[config.mk]
export PLATFORM = sky130hd
export DESIGN_NAME = bw_seq_mult
export DESIGN_NICKNAME = d
export VERILOG_FILES = /design/src/rtl/bw_mult_pkg.sv /design/src/rtl/bw_pp_row.sv /design/src/rtl/bw_seq_mult.sv
export SDC_FILE = /design/constraint.sdc
export NUM_CORES = 1
export LEC_CHECK = 0
export CORE_UTILIZATION = 50
export CTS_CLUSTER_DIAMETER = 200
export CTS_CLUSTER_SIZE = 20
export DETAILED_ROUTE_END_ITERATION = 6
export PLACE_DENSITY = 0.84
export REMOVE_ABC_BUFFERS = 1
export SLEW_MARGIN = 20
export SYNTH_ARGS = -nofsm -noshare
export SYNTH_HDL_FRONTEND = slang
export SYNTH_SLANG_ARGS = --single-unit
[constraint.sdc]
create_clock -name clk -period 5.6 [get_ports clk]
set_input_delay 1.12 -clock clk [delete_from_list [all_inputs] [get_ports clk]]
set_output_delay 1.12 -clock clk [all_outputs]
set_load 0.01 [all_outputs]
[src/rtl/bw_mult_pkg.sv]
// Shared FSM encoding and default operand widths for the Baugh-Wooley
// sequential multiplier.
package bw_mult_pkg;

    typedef enum logic [1:0] {
        IDLE = 2'd0,
        RUN  = 2'd1,
        DONE = 2'd2
    } state_t;

    localparam int DEF_AW = 7;
    localparam int DEF_BW = 5;

endpackage

[src/rtl/bw_pp_row.sv]
// Combinational row step: adds one (optionally Baugh-Wooley modified) partial
// product row, shifted to its weight, into the running accumulator.
module bw_pp_row #(
    parameter int AW = 7,
    parameter int BW = 5,
    parameter int CW = $clog2(BW)
) (
    input  logic [AW-1:0]    a,
    input  logic             b_bit,
    input  logic [CW-1:0]    row,
    input  logic             t,
    input  logic [AW+BW-1:0] acc,
    output logic [AW+BW-1:0] acc_next
);

    localparam int W = AW + BW;
    localparam logic [W-1:0] ONE  = W'(1);
    // Summed, not OR-ed: when AW == BW the two low terms carry into 2^AW.
    localparam logic [W-1:0] CORR = (ONE << (AW - 1)) + (ONE << (BW - 1)) + (ONE << (W - 1));

    logic [AW-1:0] pp;
    logic          last_row;
    logic [W-1:0]  shifted;

    // NOTE: every always_comb output gets a value on every path, so no latch is inferred.
    always_comb begin
        last_row = (row == CW'(BW - 1));
        for (int i = 0; i < AW; i++) begin
            pp[i] = a[i] & b_bit;
            // Complement terms that pair exactly one sign bit with a magnitude bit.
            if (t && ((i == AW - 1) != last_row)) begin
                pp[i] = ~pp[i];
            end
        end
        shifted  = W'(pp) << row;
        acc_next = acc + shifted + ((t && row == '0) ? CORR : '0);
    end

endmodule

[src/rtl/bw_seq_mult.sv]
// Sequential signed/unsigned multiplier: one partial-product row per RUN cycle,
// product registered and pulsed with done after the last row.
module bw_seq_mult
    import bw_mult_pkg::*;
#(
    parameter int AW = DEF_AW,
    parameter int BW = DEF_BW
) (
    input  logic             clk,
    input  logic             rst,
    input  logic             start,
    input  logic [AW-1:0]    A,
    input  logic [BW-1:0]    B,
    input  logic             T,
    output logic             busy,
    output logic             done,
    output logic [AW+BW-1:0] out
);

    localparam int W  = AW + BW;
    localparam int CW = $clog2(BW);
    localparam logic [CW-1:0] LAST_ROW = CW'(BW - 1);

    state_t        state;
    logic [AW-1:0] a_reg;
    logic [BW-1:0] b_reg;
    logic          t_reg;
    logic [W-1:0]  acc;
    logic [W-1:0]  acc_next;
    logic [CW-1:0] row;

    bw_pp_row #(
        .AW(AW),
        .BW(BW),
        .CW(CW)
    ) u_row (
        .a       (a_reg),
        .b_bit   (b_reg[row]),
        .row     (row),
        .t       (t_reg),
        .acc     (acc),
        .acc_next(acc_next)
    );

    // NOTE: sequential state uses non-blocking assignments so every register samples pre-edge values.
    always_ff @(posedge clk) begin
        if (rst) begin
            state <= IDLE;
            a_reg <= '0;
            b_reg <= '0;
            t_reg <= 1'b0;
            acc   <= '0;
            row   <= '0;
            busy  <= 1'b0;
            done  <= 1'b0;
            out   <= '0;
        end else begin
            case (state)
                IDLE, DONE: begin
                    done <= 1'b0;
                    if (start) begin
                        a_reg <= A;
                        b_reg <= B;
                        t_reg <= T;
                        acc   <= '0;
                        row   <= '0;
                        busy  <= 1'b1;
                        state <= RUN;
                    end else begin
                        state <= IDLE;
                    end
                end
                RUN: begin
                    acc <= acc_next;
                    if (row == LAST_ROW) begin
                        // out only ever loads the finished sum.
                        out   <= acc_next;
                        done  <= 1'b1;
                        busy  <= 1'b0;
                        state <= DONE;
                    end else begin
                        row <= row + CW'(1);
                    end
                end
                default: state <= IDLE;
            endcase
        end
    end

endmodule

==> impl_metrics.py, run 1 <==
metrics = {
    "detailed_routing": {
        "drtIter0Drc": 179,
        "post_dr_vias_cell": 5.73,
        "route.antenna.remaining_nets": 0,
        "post-route-drc-count": 0,
        "routed_wire_length_per_instance_um": 14.4,
        "num_vias": 2483,
        "drt-pass1-iter-count": 5,
        "wl_um": 6260,
    },
    "setup_path": {
        "path_max_fanout": 20,
        "family_of_cells_with_the_greatest_summed_delay_on_the_critical_path": "simple AND/OR/NAND/NOR gates",
        "crit_buf_inv": 2,
        "reg2reg_slack_ns": 0.98,
        "cp_slowest_cell": "sky130_fd_sc_hd__dfxtp_1",
        "critical_path_arrival_ns": 4.77,
        "worst_r2r_startpoint": "row[0]$_SDFFE_PP0P_",
        "worst_path_largest_cell_delay_ns": 0.81,
        "critPathCaptureType": "flop",
        "critical_path.startpoint_type": "flop",
        "cp-startpoint": "row[0]$_SDFFE_PP0P_",
        "timing.setup.critical_path_class": "reg -> reg",
        "worstPathCellList": "inv_1 > ha_1 > and3_1 > and3b_1 > o31a_1 > o32a_1 > o31a_1 > fa_1 > inv_1 > ha_1 > or3_1 > or3_1 > o211ai_1 > xor2_1 > a211oi_1",
        "cp_data_required_time_ns": 5.75,
    },
    "timing": {
        "timing.setup.tns_ns": 0,
        "max_clk_rate_mhz": 216,
        "timing.final.crit_period_ns": 4.62,
        "grt_setup_unrepaired": "false",
        "report.final.hold_viol_count": 0,
        "max-slew-margin-rel_pct": 34.4,
        "report.final.setup_viol": 0,
        "slew_viol_final": 0,
        "worst_margin_slew_ns": 0.980,
        "final_min_period_over_clock_period_pct": 82.6,
        "finClkSkew_ns": 0.00403,
    },
    "synth": {
        "synthMostInstantiatedCell": "sky130_fd_sc_hd__nand2_1",
        "yosys.area_share.xor_xnor_pct": 3.10,
        "synth_adder_area_share_pct": 11.4,
        "yosys.cell_types.count": 55,
        "synth_area_mm2": 0.00282,
        "edff_count_synth": 0,
        "synth_top_family_by_area": "compound AO/OA/AOI/OAI gates",
        "post_synth_and_or_nand_nor_area_fraction_pct": 20.5,
        "synth_commonest_cells": "60 x sky130_fd_sc_hd__nand2_1, 44 x sky130_fd_sc_hd__dfxtp_1, 36 x sky130_fd_sc_hd__a21oi_1",
        "yosys_warnings": 0,
        "synth-seq-area-share_pct": 31.2,
        "synth_compound_gate_area_share_pct": 23.5,
        "post_synth_mux_area_share_pct": 4.52,
        "synthDominantCellAreaShare_pct": 31.2,
        "synthesis.instances": 347,
        "ys_dominant_reg_cell": "sky130_fd_sc_hd__dfxtp_1",
        "avgSynthCellArea_um2": 8.13,
        "synth-seq-cells": 44,
        "ys_async_sr_fraction_pct": 0,
        "netlist.top_cell.by_area": "sky130_fd_sc_hd__dfxtp_1",
        "post_synth_main_area_contributors": "sky130_fd_sc_hd__dfxtp_1 31%, sky130_fd_sc_hd__ha_1 9.3%, sky130_fd_sc_hd__nand2_1 8.0%",
    },
    "clock_network": {
        "tritoncts_clock_tree": "done",
        "clock_tree.buffer_depth": 2,
        "clk-insertion-delay-late_ns": 0.30,
        "ctsRootBufferMaster": "sky130_fd_sc_hd__clkbuf_8",
        "h-tree-depth": 2,
        "cts_setup_buffers": 0,
        "cts.repair.resized": 0,
        "cts-hold-fix-buffers": 0,
        "clkSinkCount": 44,
        "cts_made_buffers": 5,
        "clock_slew_seen_by_the_registers_of_the_worst_setup_and_hold_paths_ns": 0.08,
    },
    "power": {
        "cellInternalPower_mw": 0.468,
        "ir_drop_v": 0.000136,
        "report.power.total_mw": 0.648,
        "p_seq_share_pct": 51.8,
        "switching_share_pct": 27.8,
        "cellLeakagePower_nw": 1.23,
        "clock_power_share_pct": 32.5,
        "switching_power_mw": 0.180,
        "pwr_per_cell_area_mw_per_mm2": 202,
        "power_frac_comb_pct": 15.8,
    },
    "place": {
        "weighted_congestion_at_the_end_of_routability_driven_global_placement": 0.998,
        "place_inst": 425,
        "io_buffers": 29,
        "hpwl_um": 4510,
        "place_area_mm2": 0.00312,
    },
    "layout": {
        "final_net_count": 402,
        "antenna_cells": 0,
        "final-instance-count-excl-fill": 433,
        "syn2layout_area_growth_pct": 13.8,
        "layout-drive-gt1-share_pct": 5.51,
        "final_area_mm2": 0.00321,
    },
    "outcome": {
        "run_status": "complete, no violations",
    },
    "global_route": {
        "grt.busiest_layer": "met2",
        "maximum_number_of_pins_on_one_net_before_global_route_repair": 29,
        "first_pass_grt_wire_length_um": 10400,
        "globalRoute.totalOverflow": 0,
        "grt_util_met3_pct": 3.69,
        "vias_in_the_first_global_route": 2186,
        "grt_util_all_layers_pct": 21.8,
        "number_of_antenna_violations_at_the_first_check_in_global_routing": 0,
        "global_route.usage.met2_pct": 33.6,
        "use_met1_pct": 30.4,
    },
    "die": {
        "fp.dieArea_mm2": 0.00595,
        "row_count": 26,
        "core_outline_area_mm2": 0.00527,
        "floorplan.io_pins": 30,
        "initial_core_util_pct": 53.6,
        "dieHeight_um": 77.1,
        "die_w_um": 77.1,
    },
    "min_path": {
        "worstHoldStart": "out[3]$_SDFFE_PP0P_",
        "hold_path.class": "reg -> reg",
    },
    "run": {
        "cap_violations": 0,
    },
}
[stage by stage]
stage          worst slack, ns  hold slack (ns)  util (%)
6_report                 0.975            0.456      60.9
5_1_grt                  0.673            0.483      60.9
4_1_cts                   1.03            0.459      60.9
2_1_floorplan             1.47            0.426         -
3_3_place_gp              1.18            0.441      59.2
3_5_place_dp              1.03            0.447      59.2
[layout by cell type, fill, tap and decap left out, types with 7 or more instances in the layout]
cell	count
sky130_fd_sc_hd__inv_1	16
sky130_fd_sc_hd__o211ai_1	7
sky130_fd_sc_hd__nor2b_1	7
sky130_fd_sc_hd__dfxtp_1	44
sky130_fd_sc_hd__ha_1	21
sky130_fd_sc_hd__nor2_1	22
sky130_fd_sc_hd__nand3_1	7
sky130_fd_sc_hd__clkdlybuf4s50_1	29
sky130_fd_sc_hd__a21oi_1	36
sky130_fd_sc_hd__nand2_1	60
[power by group through the flow]
| stage | sequential (mW) | combinational [mW] | clock, mW |
|---|---|---|---|
| detailed placement | 0.342 | 0.101 | 0 |
| CTS | 0.335 | 0.102 | 0.210 |
| finish | 0.335 | 0.102 | 0.210 |
| global route | 0.337 | 0.113 | 0.226 |
| floorplan | 0.339 | 0.0657 | 0 |
| global placement | 0.342 | 0.0987 | 0 |
[area by class of cell]
type | count | area [µm²]
clock buffers | 8 | 90.1
multi-input cells | 263 | 1780
flip-flops and latches | 44 | 881
well taps | 70 | 87.6
inverters | 16 | 60.1
fillers | 483 | 2060
repair buffers | 32 | 313
[cell families (layout without fill, tap and decap cells)]
family,count (synthesis),count (layout)
adder cells (fa/ha/maj),24,24
XOR/XNOR,10,10
AO/OA/AOI/OAI,96,96
buffers and inverters,40,56
multiplexers,10,10
flip-flops,44,44
AND/OR/NAND/NOR,123,123
[per-layer routing]
metal  wire length, µm  share of wire [%]
met3               254                4.1
met4               119                1.9
met1              2960                 47
met2              2920                 47
met5                 0                  0
[worst reg2reg max path, delay by kind of cell, from the launching register on]
family          cells  cell delay, ns
flops               1            0.81
fa+ha+maj           3            1.09
simple gates        4            1.23
buf+inv             2            0.30
compound gates      5            0.87
xor+xnor            1            0.18
[worst paths after layout]
check | to | cells after the start
setup / recovery | out[10]$_SDFFE_PP0P_ | 15
hold / removal | out[3]$_SDFFE_PP0P_ | 2
setup reg to reg | out[10]$_SDFFE_PP0P_ | 15
hold reg to reg | out[3]$_SDFFE_PP0P_ | 2
No activity file was read; power rests on OpenSTA's default activity.
==> run 2, diff against run 1 <==
Clock period 5.6 ns to 4.28 ns, I/O delays scaled along.
==> run 2 against run 1 <==
  * Global-route usage is 1.6 points higher
  * Sequential share of layout area is 0.29 points lower
  * Cell area is 1.2% higher
  * Fmax is 17% higher
  * Worst hold slack better by 0.0019 ns
  * Critical endpoint unchanged
  * Largest cell class unchanged
==> impl_metrics.py, run 2 (synthesis gave the netlist of run 1 again) <==
metrics = {
    "setup_path": {
        "cp_data_required_time_ns": 4.43,
        "worst_path_largest_cell_delay_ns": 0.48,
        "worst_r2r_startpoint": "row[1]$_SDFFE_PP0P_",
        "cp_slowest_cell": "sky130_fd_sc_hd__fa_1",
        "critPathCaptureType": "flop",
        "path_max_fanout": 10,
        "family_of_cells_with_the_greatest_summed_delay_on_the_critical_path": "adder cells",
        "timing.setup.critical_path_class": "reg -> reg",
        "worstPathCellList": "inv_1 > ha_1 > and3_1 > buf_4 > nor2b_1 > o31a_1 > o32a_1 > o31a_1 > fa_1 > inv_1 > ha_1 > or3_1 > or3_1 > o211ai_1 > xor2_1 > a211oi_1",
        "crit_buf_inv": 3,
        "critical_path_arrival_ns": 4.09,
        "cp-startpoint": "row[1]$_SDFFE_PP0P_",
        "critical_path.startpoint_type": "flop",
    },
    "global_route": {
        "maximum_number_of_pins_on_one_net_before_global_route_repair": 51,
        "vias_in_the_first_global_route": 2359,
        "grt_util_all_layers_pct": 23.4,
        "globalRoute.totalOverflow": 0,
        "first_pass_grt_wire_length_um": 11300,
        "number_of_antenna_violations_at_the_first_check_in_global_routing": 0,
    },
    "clock_network": {
        "cts_made_buffers": 5,
        "clkSinkCount": 44,
        "cts-hold-fix-buffers": 0,
        "cts.repair.resized": 0,
        "clock_tree.buffer_depth": 2,
        "clk-insertion-delay-late_ns": 0.29,
        "cts_setup_buffers": 0,
        "tritoncts_clock_tree": "done",
        "h-tree-depth": 2,
        "ctsRootBufferMaster": "sky130_fd_sc_hd__clkbuf_8",
        "clock_slew_seen_by_the_registers_of_the_worst_setup_and_hold_paths_ns": 0.08,
    },
    "place": {
        "io_buffers": 29,
        "place_inst": 430,
        "weighted_congestion_at_the_end_of_routability_driven_global_placement": 0.940,
        "detailedPlace.worstSlack_ns": 0.253,
        "hpwl_um": 4600,
    },
    "die": {
        "dieHeight_um": 77.1,
        "die_w_um": 77.1,
        "initial_core_util_pct": 53.6,
        "core_outline_area_mm2": 0.00527,
        "row_count": 26,
        "fp.dieArea_mm2": 0.00595,
        "floorplan.io_pins": 30,
    },
    "detailed_routing": {
        "route.antenna.remaining_nets": 0,
        "post-route-drc-count": 0,
        "drtIter0Drc": 200,
        "post_dr_vias_cell": 5.83,
        "num_vias": 2553,
        "wl_um": 6410,
        "drt-pass1-iter-count": 5,
        "routed_wire_length_per_instance_um": 14.6,
    },
    "run": {
        "cap_violations": 0,
    },
    "power": {
        "pwr_per_cell_area_mw_per_mm2": 260,
        "cellLeakagePower_nw": 1.25,
        "report.power.total_mw": 0.846,
        "switching_power_mw": 0.232,
        "clock_power_share_pct": 32.0,
        "power_frac_comb_pct": 16.8,
        "ir_drop_v": 0.000205,
        "p_seq_share_pct": 51.2,
        "cellInternalPower_mw": 0.614,
        "switching_share_pct": 27.4,
    },
    "layout": {
        "final_util_pct": 61.7,
        "leading_cell_type_in_the_layout_fill_and_taps_excluded": "sky130_fd_sc_hd__nand2_1",
        "seqCellArea_um2": 882,
        "final-instance-count-excl-fill": 438,
        "syn2layout_area_growth_pct": 15.2,
        "layout-drive-gt1-share_pct": 7.07,
        "mostFrequentLayoutCells": "60 x sky130_fd_sc_hd__nand2_1, 43 x sky130_fd_sc_hd__dfxtp_1, 36 x sky130_fd_sc_hd__a21oi_1",
        "multi_input_comb_area_mm2": 0.00178,
        "antenna_cells": 0,
        "n_fill_cell": 487,
        "final_net_count": 407,
    },
    "timing": {
        "max_clk_rate_mhz": 254,
        "timing.setup.tns_ns": 0,
        "report.final.setup_viol": 0,
        "max-slew-margin-rel_pct": 40.8,
        "report.final.hold_viol_count": 0,
        "postLayoutSetupSlackWorst_ns": 0.342,
        "timing.final.crit_period_ns": 3.94,
        "final_min_period_over_clock_period_pct": 92.0,
        "worst_margin_slew_ns": 0.885,
        "grt_setup_unrepaired": "false",
        "slew_viol_final": 0,
        "finClkSkew_ns": 0.00413,
    },
    "min_path": {
        "hold_path.class": "reg -> reg",
        "worstHoldStart": "b_reg[3]$_SDFFE_PP0P_",
    },
    "outcome": {
        "run_status": "complete, no violations",
    },
}
## run 2: cell count changes in the layout (fill, tap and decap cells not counted)
| cell | change |
|---|---|
| sky130_fd_sc_hd__dfxtp_2 | +1 |
| sky130_fd_sc_hd__buf_4 | +5 |
| sky130_fd_sc_hd__dfxtp_1 | -1 |
## run 2: through the flow
step	hold WS, ns	cell area [µm²]
global placement	0.440	3160
global route	0.480	3250
floorplan	0.426	2720
finish	0.458	3250
detailed placement	0.448	3160
CTS	0.459	3250
## run 2: power by group through the flow
stage / sequential, mW / combinational [mW] / clock, mW
after CTS: 0.434 / 0.141 / 0.278
final: 0.434 / 0.142 / 0.270
after global routing: 0.436 / 0.159 / 0.294
after floorplan: 0.444 / 0.0860 / 0
after global placement: 0.443 / 0.138 / 0
after detailed placement: 0.443 / 0.140 / 0
## run 2: path summary, 6_finish.rpt
kind,end,slack [ns],cells past startpoint
max reg2reg,out[10]$_SDFFE_PP0P_,0.34,16
min,b_reg[3]$_SDFFE_PP0P_,0.46,2
min reg2reg,b_reg[3]$_SDFFE_PP0P_,0.46,2
max,out[10]$_SDFFE_PP0P_,0.34,16
## run 2: worst min-delay path, stage by stage, from the launching register on
cell	delay (ns)
sky130_fd_sc_hd__dfxtp_1	0.31
sky130_fd_sc_hd__nand2_1	0.05
sky130_fd_sc_hd__a21oi_1	0.05
## run 2: routing by layer
layer  vias up  share of wire (%)  GRT usage [%]
met5         -                  0              0
met4         0               0.84           5.28
met3         6                4.5           3.81
met2        67                 46           38.1
met1      1203                 48           32.1
li1       1277                  -              -
## run 2: cell type report
type                    instances  area share, %
clock buffers                   8           2.77
inverters                      16           1.85
multi-input cells             263           54.8
flip-flops and latches         44           27.1
well taps                      70           2.69
repair buffers                 37           10.8
==> run 3, diff against run 2 <==
Settings changed: SETUP_SLACK_MARGIN from default to 0.02.
==> results of run 3 <==
Same layout as run 2: the final DEF is identical, and so are final timing and power.
